`src/rtl/bus_arbiter.sv`:
```
// -----------------------------------------------------------------------------
// bus_arbiter
//
// Shares one external memory bus between the instruction-fetch port (if_*)
// and the data port (dm_*). Requesters are scheduled round-robin, one bus
// transaction runs at a time, and every bus-side and completion output is
// registered. A per-transaction counter aborts any transaction the slave
// never acknowledges.
//
// Ports:
//   clk, rst            clock and synchronous active-high reset
//   if_req/if_addr      fetch request (held until if_ack)
//   if_rdata/if_ack     fetched word and one-cycle completion pulse
//   stallreq_if         fetch port waiting (if_req & ~if_ack)
//   dm_req/dm_we/dm_sel/dm_addr/dm_wdata   data request and qualifiers
//   dm_rdata/dm_ack     load data and one-cycle completion pulse
//   stallreq_mem        data port waiting (dm_req & ~dm_ack)
//   bus_cyc/bus_stb/bus_we/bus_sel/bus_addr/bus_wdata   master bus outputs
//   bus_rdata/bus_ack   slave read data and completion
//   timeout_o           one-cycle pulse when a transaction is aborted
// -----------------------------------------------------------------------------
module bus_arbiter #(
    parameter int TIMEOUT_CYCLES = 255
) (
    input  logic        clk,
    input  logic        rst,
    input  logic        if_req,
    input  logic [31:0] if_addr,
    output logic [31:0] if_rdata,
    output logic        if_ack,
    output logic        stallreq_if,
    input  logic        dm_req,
    input  logic        dm_we,
    input  logic [3:0]  dm_sel,
    input  logic [31:0] dm_addr,
    input  logic [31:0] dm_wdata,
    output logic [31:0] dm_rdata,
    output logic        dm_ack,
    output logic        stallreq_mem,
    output logic        bus_cyc,
    output logic        bus_stb,
    output logic        bus_we,
    output logic [3:0]  bus_sel,
    output logic [31:0] bus_addr,
    output logic [31:0] bus_wdata,
    input  logic [31:0] bus_rdata,
    input  logic        bus_ack,
    output logic        timeout_o
);

    typedef enum logic [1:0] {
        IDLE    = 2'd0,
        BUSY_IF = 2'd1,
        BUSY_DM = 2'd2
    } state_t;

    // Counter limit; the counter is 8 bits wide so the parameter is 1..255.
    localparam logic [7:0] TIMEOUT_LIM = TIMEOUT_CYCLES[7:0];

    state_t      state_q, state_d;
    logic        last_grant_q, last_grant_d;   // 0 = IF, 1 = DM
    logic [7:0]  cnt_q, cnt_d;

    logic        bus_stb_q, bus_stb_d;
    logic        bus_we_q, bus_we_d;
    logic [3:0]  bus_sel_q, bus_sel_d;
    logic [31:0] bus_addr_q, bus_addr_d;
    logic [31:0] bus_wdata_q, bus_wdata_d;
    logic [31:0] if_rdata_q, if_rdata_d;
    logic [31:0] dm_rdata_q, dm_rdata_d;
    logic        if_ack_q, if_ack_d;
    logic        dm_ack_q, dm_ack_d;
    logic        timeout_q, timeout_d;

    logic        grant_if_s;
    logic        grant_dm_s;
    logic        done_s;       // slave acknowledged the active transaction
    logic        abort_s;      // counter expired without an acknowledge
    logic [7:0]  cnt_inc_s;

    assign cnt_inc_s = cnt_q + 8'd1;

    // State register plus all registered outputs, synchronous reset.
    always_ff @(posedge clk) begin
        if (rst) begin
            state_q      <= IDLE;
            last_grant_q <= 1'b0;
            cnt_q        <= 8'd0;
            bus_stb_q    <= 1'b0;
            bus_we_q     <= 1'b0;
            bus_sel_q    <= 4'd0;
            bus_addr_q   <= 32'd0;
            bus_wdata_q  <= 32'd0;
            if_rdata_q   <= 32'd0;
            dm_rdata_q   <= 32'd0;
            if_ack_q     <= 1'b0;
            dm_ack_q     <= 1'b0;
            timeout_q    <= 1'b0;
        end else begin
            state_q      <= state_d;
            last_grant_q <= last_grant_d;
            cnt_q        <= cnt_d;
            bus_stb_q    <= bus_stb_d;
            bus_we_q     <= bus_we_d;
            bus_sel_q    <= bus_sel_d;
            bus_addr_q   <= bus_addr_d;
            bus_wdata_q  <= bus_wdata_d;
            if_rdata_q   <= if_rdata_d;
            dm_rdata_q   <= dm_rdata_d;
            if_ack_q     <= if_ack_d;
            dm_ack_q     <= dm_ack_d;
            timeout_q    <= timeout_d;
        end
    end

    // Next-state logic: round-robin arbitration in IDLE, completion/timeout in BUSY.
    always_comb begin
        state_d      = state_q;
        last_grant_d = last_grant_q;
        cnt_d        = cnt_q;
        grant_if_s   = 1'b0;
        grant_dm_s   = 1'b0;
        done_s       = 1'b0;
        abort_s      = 1'b0;
        case (state_q)
            IDLE: begin
                // On a tie the port that did not win last time gets the bus.
                if (if_req && dm_req) begin
                    if (last_grant_q) begin
                        grant_if_s = 1'b1;
                    end else begin
                        grant_dm_s = 1'b1;
                    end
                end else if (if_req) begin
                    grant_if_s = 1'b1;
                end else if (dm_req) begin
                    grant_dm_s = 1'b1;
                end else begin
                    grant_if_s = 1'b0;
                end
                if (grant_if_s) begin
                    state_d      = BUSY_IF;
                    last_grant_d = 1'b0;
                    cnt_d        = 8'd0;
                end else if (grant_dm_s) begin
                    state_d      = BUSY_DM;
                    last_grant_d = 1'b1;
                    cnt_d        = 8'd0;
                end else begin
                    state_d = IDLE;
                end
            end
            BUSY_IF, BUSY_DM: begin
                // An acknowledge in the final allowed cycle still completes normally.
                if (bus_ack && bus_stb_q) begin
                    done_s  = 1'b1;
                    state_d = IDLE;
                    cnt_d   = 8'd0;
                end else if (cnt_inc_s == TIMEOUT_LIM) begin
                    abort_s = 1'b1;
                    state_d = IDLE;
                    cnt_d   = 8'd0;
                end else begin
                    cnt_d = cnt_inc_s;
                end
            end
            default: begin
                state_d = IDLE;
                cnt_d   = 8'd0;
            end
        endcase
    end

    // Output logic: load bus on grant, capture data and pulse acks on completion.
    always_comb begin
        bus_stb_d   = bus_stb_q;
        bus_we_d    = bus_we_q;
        bus_sel_d   = bus_sel_q;
        bus_addr_d  = bus_addr_q;
        bus_wdata_d = bus_wdata_q;
        if_rdata_d  = if_rdata_q;
        dm_rdata_d  = dm_rdata_q;
        if_ack_d    = 1'b0;
        dm_ack_d    = 1'b0;
        timeout_d   = 1'b0;
        if (grant_if_s) begin
            bus_stb_d   = 1'b1;
            bus_we_d    = 1'b0;
            bus_sel_d   = 4'b1111;
            bus_addr_d  = if_addr;
            bus_wdata_d = 32'd0;
        end else if (grant_dm_s) begin
            bus_stb_d   = 1'b1;
            bus_we_d    = dm_we;
            bus_sel_d   = dm_sel;
            bus_addr_d  = dm_addr;
            bus_wdata_d = dm_wdata;
        end else if (done_s || abort_s) begin
            bus_stb_d = 1'b0;
            timeout_d = abort_s;
            // Aborts and writes return zero so stale bus data never leaks out.
            if (state_q == BUSY_IF) begin
                if_ack_d = 1'b1;
                if (abort_s || bus_we_q) begin
                    if_rdata_d = 32'd0;
                end else begin
                    if_rdata_d = bus_rdata;
                end
            end else begin
                dm_ack_d = 1'b1;
                if (abort_s || bus_we_q) begin
                    dm_rdata_d = 32'd0;
                end else begin
                    dm_rdata_d = bus_rdata;
                end
            end
        end else begin
            bus_stb_d = bus_stb_q;
        end
    end

    assign bus_cyc      = bus_stb_q;
    assign bus_stb      = bus_stb_q;
    assign bus_we       = bus_we_q;
    assign bus_sel      = bus_sel_q;
    assign bus_addr     = bus_addr_q;
    assign bus_wdata    = bus_wdata_q;
    assign if_rdata     = if_rdata_q;
    assign dm_rdata     = dm_rdata_q;
    assign if_ack       = if_ack_q;
    assign dm_ack       = dm_ack_q;
    assign timeout_o    = timeout_q;
    // Stall requests fall in the same cycle as the registered ack pulse.
    assign stallreq_if  = if_req & ~if_ack_q;
    assign stallreq_mem = dm_req & ~dm_ack_q;

endmodule

```
`config.mk`:
```
export PLATFORM = sky130hd
export DESIGN_NAME = bus_arbiter
export DESIGN_NICKNAME = d
export VERILOG_FILES = /design/src/rtl/bus_arbiter.sv
export SDC_FILE = /design/constraint.sdc
export NUM_CORES = 1
export LEC_CHECK = 0
export ABC_AREA = 1
export CORE_MARGIN = 2
export CORE_UTILIZATION = 45
export DETAILED_ROUTE_END_ITERATION = 12
export PLACE_DENSITY = 0.85
export SLEW_MARGIN = 0
export SYNTH_ARGS = -nofsm -noshare
export SYNTH_HDL_FRONTEND = slang
export SYNTH_SLANG_ARGS = --single-unit
```
`constraint.sdc`:
```
create_clock -name clk -period 5.65 [get_ports clk]
set_input_delay 1.13 -clock clk [delete_from_list [all_inputs] [get_ports clk]]
set_output_delay 1.13 -clock clk [all_outputs]
set_load 0.1 [all_outputs]
```
==> flow_summary.json, run 1 <==
{
  "final_area_um2": 9713,
  "place_congestion": 0.8771,
  "finalPower_w": 0.004665,
  "drt_iter0_drc": 545,
  "synth_ff_type": "dfxtp_1",
  "clk_pin_slew_ns": 0.06,
  "antenna_found_initial": 0,
  "syn-num-nets": 1051,
  "first_global_vias": 6160,
  "finalCoreUtilization_pct": 70.52,
  "setup-tns-final_ns": 0,
  "drive_gt1_share_pct": 4.701,
  "cts_buffer_depth": 2,
  "finClkSkew_ns": 0.01335,
  "cts_setup_buffers": 0,
  "die_y_um": 122.2,
  "maxCapViolCount": 0,
  "clock_sinks": 148,
  "cts_tree": "done",
  "antenna_cells": 0,
  "numPortBuffers": 277,
  "grtUsageTotal_pct": 25.79,
  "clock_latency_ns": 0.42,
  "synth_seq_cells": 148,
  "start_util_pct": 45.67,
  "die_w_um": 122.2,
  "grt_max_degree": 66,
  "p_leak_nw": 4.176,
  "num_rows": 43,
  "dr.pass1.iters": 5,
  "yosys_warnings": 0,
  "final_hold_viol_count": 0,
  "relSlewSlack_pct": 26.27,
  "syn_inst": 909,
  "hp-class": "reg -> reg",
  "antenna_left": 0,
  "p_per_area_nw_per_um2": 480.2,
  "drc": 0,
  "critPathMaxFanout": 63,
  "clock.fmax_mhz": 236.0,
  "dpl_cell_area_um2": 9104,
  "ys_async_sr_fraction_pct": 0,
  "synth-edff-count": 0,
  "timing.final.crit_share_pct": 75.00,
  "status": "complete, no violations",
  "rrSetupSlack_ns": 2.05,
  "worst_setup_path_end_kind": "register",
  "wl_per_cell_um": 14.32,
  "fillers": 1094,
  "place_inst": 1319,
  "synthesis.area_um2": 6290,
  "critical_path_class": "in -> reg",
  "cp_slowest_cell": "nor2_4",
  "syn_avg_cell_area_um2": 6.919,
  "die_area_um2": 14940,
  "tightestPinTransition_ns": 1.102,
  "critical_path.top_delay_family": "simple AND/OR/NAND/NOR gates",
  "rsz0062_at_grt": "false",
  "cts_buffers": 17,
  "pin_count": 278,
  "wirelength_um": 19340,
  "ctsResizeCount": 0,
  "cts_hold_buf": 0,
  "area_growth_pct": 54.43,
  "cts-root-buf": "clkbuf_16",
  "dp_hpwl_um": 13490,
  "ys_seq_area_share_pct": 47.11,
  "setup_viol": 0,
  "vias": 6603,
  "min_period_ns": 4.238,
  "synth_cell_type_count": 29,
  "crit_chain": "clkdlybuf4s50_1 > nand3_1 > buf_4 > inv_2 > nor2_4 > inv_2 > nor2_1 > nand2_4 > a21oi_1 > nor2_1",
  "vias_per_cell": 4.891,
  "critPathArrivalTime_ns": 4.55,
  "grt_pass1_wl_um": 30140,
  "nets": 1300,
  "required_ns": 5.96,
  "crit_buf_inv": 4,
  "maxSlewViolCount": 0,
  "peakVddDrop_mv": 0.2888,
  "cpPeakStageDelay_ns": 0.71,
  "final_cells": 1350,
  "critPathLaunchType": "input port",
  "grt-ovfl-total": 0,
  "htreeDepth": 4,
  "fp.coreArea_um2": 13770
}
report_power, final:
part	internal, W	leakage [nW]	switching (W)
registers	0.00121	1.21	0.0000928
clock network	0.000715	0.287	0.000445
logic	0.000512	2.68	0.00169
synth_stat cells, types with 2 or more instances:
cell type / number / area, um2
a21oi_1: 61 / 305.3
buf_2: 18 / 90.09
clkbuf_1: 34 / 127.6
clkinv_1: 2 / 7.510
dfxtp_1: 148 / 2963
ha_1: 4 / 50.05
inv_1: 95 / 356.6
inv_2: 2 / 7.510
nand2_1: 214 / 803.3
nand2_4: 3 / 33.78
nand3_1: 62 / 310.3
nor2_1: 210 / 788.3
nor2_2: 2 / 12.51
nor3_1: 2 / 10.01
o21ai_0: 5 / 25.02
o221a_2: 4 / 45.04
o31ai_1: 31 / 232.7
sequential cells by signal (all words and copies together) (netlist names), 2 cells and up:
register   count
if_rdata      32
cnt_q          8
dm_rdata      32
bus_addr      32
bus_sel        4
bus_wdata     32
state_q        2
path summary, 6_finish.rpt:
kind                                     from       endpoint  cells after the start
worst min-delay path            bus_wdata[29]  bus_wdata[29]                      2
worst max-delay path                   dm_req   dm_rdata[27]                     10
worst min register to register  bus_wdata[29]  bus_wdata[29]                      2
worst max register to register     state_q[0]   dm_rdata[27]                     11
cell families (layout without fill, tap and decap cells):
logic type,after synthesis,count (layout),share of synthesized area (%)
buffers and inverters,153,414,9.668
multiplexers,1,1,0.1591
AND/OR/NAND/NOR,496,496,31.61
adder cells (fa/ha/maj),4,4,0.7957
AO/OA/AOI/OAI,106,106,10.52
flip-flops,148,148,47.11
XOR/XNOR,1,1,0.1393
routing by layer:
metal  vias to the layer above  share of wire [%]  GRT usage [%]
met2                       258                 49          43.61
met4                         0                2.5          10.70
li1                       3322                  -              -
met5                         -                  0              0
met1                      2988                 41          30.28
met3                        35                7.7          7.993
stage by stage:
| stage | worst slack, ns | hold WS [ns] |
|---|---|---|
| final | 1.412 | 0.4602 |
| after global routing | 1.181 | 0.4749 |
| after CTS | 1.467 | 0.4608 |
| after detailed placement | 1.044 | 0.4547 |
| after global placement | 1.157 | 0.4470 |
| after floorplan | 2.078 | 0.4542 |
cells in the final DEF (no fill, tap or decap), drive strengths merged:
cell type / synthesis / routed
clkinv: 2 / 6
nand3: 62 / 62
o21bai: 1 / 1
clkbuf: 34 / 19
bufinv: 0 / 3
o221a: 4 / 4
o21a: 1 / 1
dfxtp: 148 / 148
nor3: 2 / 2
nand2: 217 / 217
clkdlybuf4s50: 0 / 277
a211oi: 1 / 1
o21ai: 6 / 6
nor2: 213 / 213
inv: 97 / 98
clkinvlp: 0 / 4
xor2: 1 / 1
mux2i: 1 / 1
ha: 4 / 4
buf: 20 / 7
nand4: 2 / 2
o22ai: 1 / 1
a21oi: 61 / 61
o31ai: 31 / 31
worst min-delay path: stages, from the launching register on:
cell and delay (ns):
dfxtp_1 0.31, nand2_1 0.06, a21oi_1 0.05
layout make-up:
class	count	area (um2)	area share, %
timing repair buffer	284	2825	29.09
clock buffer	19	452.9	4.663
multi-input combinational	608	2719	27.99
inverter	99	371.6	3.826
sequential	148	2963	30.50
clock inverter	12	156.4	1.610
tap	180	225.2	2.319
Note: power is estimated with default switching activity, not from simulation.
==> run 2, diff against run 1 <==
- CORE_UTILIZATION: 45 -> 42
- PLACE_DENSITY: 0.85 -> 0.8
- clock period: 5.65 -> 3.9 ns (I/O delays scaled with it)
==> flow_summary.json, run 2 (synthesized netlist as in run 1, its figures left out) <==
{
  "r2r-start": "cnt_q[1]",
  "dr.pass1.iters": 5,
  "setup-tns-final_ns": 0,
  "htreeDepth": 4,
  "clk_pin_slew_ns": 0.06,
  "numPortBuffers": 277,
  "p_leak_nw": 4.200,
  "layout_common_cells": "clkdlybuf4s50_1 (275), nand2_1 (214), nor2_1 (210)",
  "critical_path_class": "reg -> out",
  "antenna_cells": 0,
  "dpl_cell_area_um2": 9140,
  "cts-root-buf": "clkbuf_16",
  "finalPower_w": 0.006760,
  "vias": 6534,
  "critPathLaunchType": "register",
  "grt_pass1_wl_um": 30500,
  "grtUsageTotal_pct": 23.99,
  "die_y_um": 126.4,
  "nets": 1303,
  "top_layer_used": "met4",
  "cts_hold_buf": 0,
  "clock_latency_ns": 0.42,
  "wl_met3_um": 1842,
  "clock.fmax_mhz": 363.0,
  "dp_hpwl_um": 13550,
  "cts_buffer_depth": 2,
  "met1_length_um": 7978,
  "r2r_cells": 10,
  "critPathMaxFanout": 4,
  "hp-class": "reg -> reg",
  "antenna_left": 0,
  "vias_per_cell": 4.819,
  "clock_sinks": 148,
  "drc": 0,
  "hold_path.startpoint": "bus_wdata[15]",
  "crit_buf_inv": 1,
  "grt_max_degree": 106,
  "peakVddDrop_mv": 0.5553,
  "place_congestion": 0.9094,
  "crit_chain": "clkdlybuf4s50_1",
  "critPathArrivalTime_ns": 1.97,
  "maxSlewViolCount": 0,
  "drive_gt1_share_pct": 4.949,
  "cts_buffers": 17,
  "cpPeakStageDelay_ns": 1.16,
  "pin_count": 278,
  "r2r_end": "dm_rdata[23]",
  "setup_viol": 0,
  "die_area_um2": 15970,
  "cp_slowest_cell": "clkdlybuf4s50_1",
  "status": "complete, no violations",
  "final_area_um2": 9739,
  "grt-ovfl-total": 0,
  "wl_per_cell_um": 14.35,
  "first_global_vias": 5966,
  "fp.coreArea_um2": 14590,
  "antenna_found_initial": 0,
  "maxCapViolCount": 0,
  "area_growth_pct": 54.84,
  "hold_depth": 2,
  "critical_path.top_delay_family": "buffers and inverters",
  "drt_iter0_drc": 498,
  "required_ns": 3.12,
  "wirelength_um": 19460,
  "fillers": 1237,
  "final_common_cell": "clkdlybuf4s50_1",
  "worst_setup_path_end_kind": "output pin",
  "num_rows": 44,
  "met2_wirelength_um": 8968,
  "timing.final.crit_share_pct": 70.64,
  "cts_setup_buffers": 0,
  "p_per_area_nw_per_um2": 694.1,
  "ctsResizeCount": 0,
  "finClkSkew_ns": 0.006774,
  "die_w_um": 126.4,
  "final_hold_viol_count": 0,
  "tightestPinTransition_ns": 1.072,
  "min_period_ns": 2.755,
  "hold_end": "bus_wdata[15]",
  "rrSetupSlack_ns": 1.18,
  "start_util_pct": 43.11,
  "relSlewSlack_pct": 28.28,
  "cts_tree": "done",
  "rsz0062_at_grt": "false"
}
run 2: final cells by class:
cell class | instances | area (um2) | area share (%)
tap | 184 | 230.2 | 2.364
timing repair buffer | 287 | 2855 | 29.32
clock buffer | 21 | 470.5 | 4.830
inverter | 99 | 372.9 | 3.828
clock inverter | 9 | 128.9 | 1.323
multi-input combinational | 608 | 2719 | 27.92
sequential | 148 | 2963 | 30.42
run 2: how the worst max path moves through the flow:
stage / start / endpoint / cells past startpoint
2_1_floorplan: if_req / stallreq_if / 2
3_3_place_gp: bus_ack / dm_rdata[7] / 9
3_5_place_dp: bus_ack / dm_rdata[23] / 9
4_1_cts: dm_rdata[12] / dm_rdata[12] / 1
5_1_grt: cnt_q[1] / dm_rdata[23] / 10
6_report: bus_cyc / bus_stb / 1
run 2: where the power goes:
| group | switching, W | internal (W) | leakage (nW) |
|---|---|---|---|
| Clock | 0.000624 | 0.00105 | 0.291 |
| Sequential | 0.000133 | 0.00175 | 1.21 |
| Combinational | 0.00245 | 0.000755 | 2.70 |
| Total | 0.00320 | 0.00356 | 4.20 |
run 2: per-layer routing:
| metal | vias up | track usage [%] |
|---|---|---|
| li1 | 3330 | - |
| met1 | 2887 | 28.91 |
| met2 | 269 | 38.22 |
| met3 | 48 | 8.857 |
| met4 | 0 | 10.99 |
| met5 | - | 0 |
run 2: per-stage QoR:
step                      utilization [%]  setup slack, ns  cells  hold slack, ns
after floorplan                         -            1.028    909          0.4542
after global placement              62.65           0.9389   1326          0.4469
after detailed placement            62.65           0.8218   1326          0.4534
after CTS                           66.76            1.115   1356          0.4612
after global routing                66.76           0.8808   1356          0.4721
final                               66.76            1.145   1356          0.4593
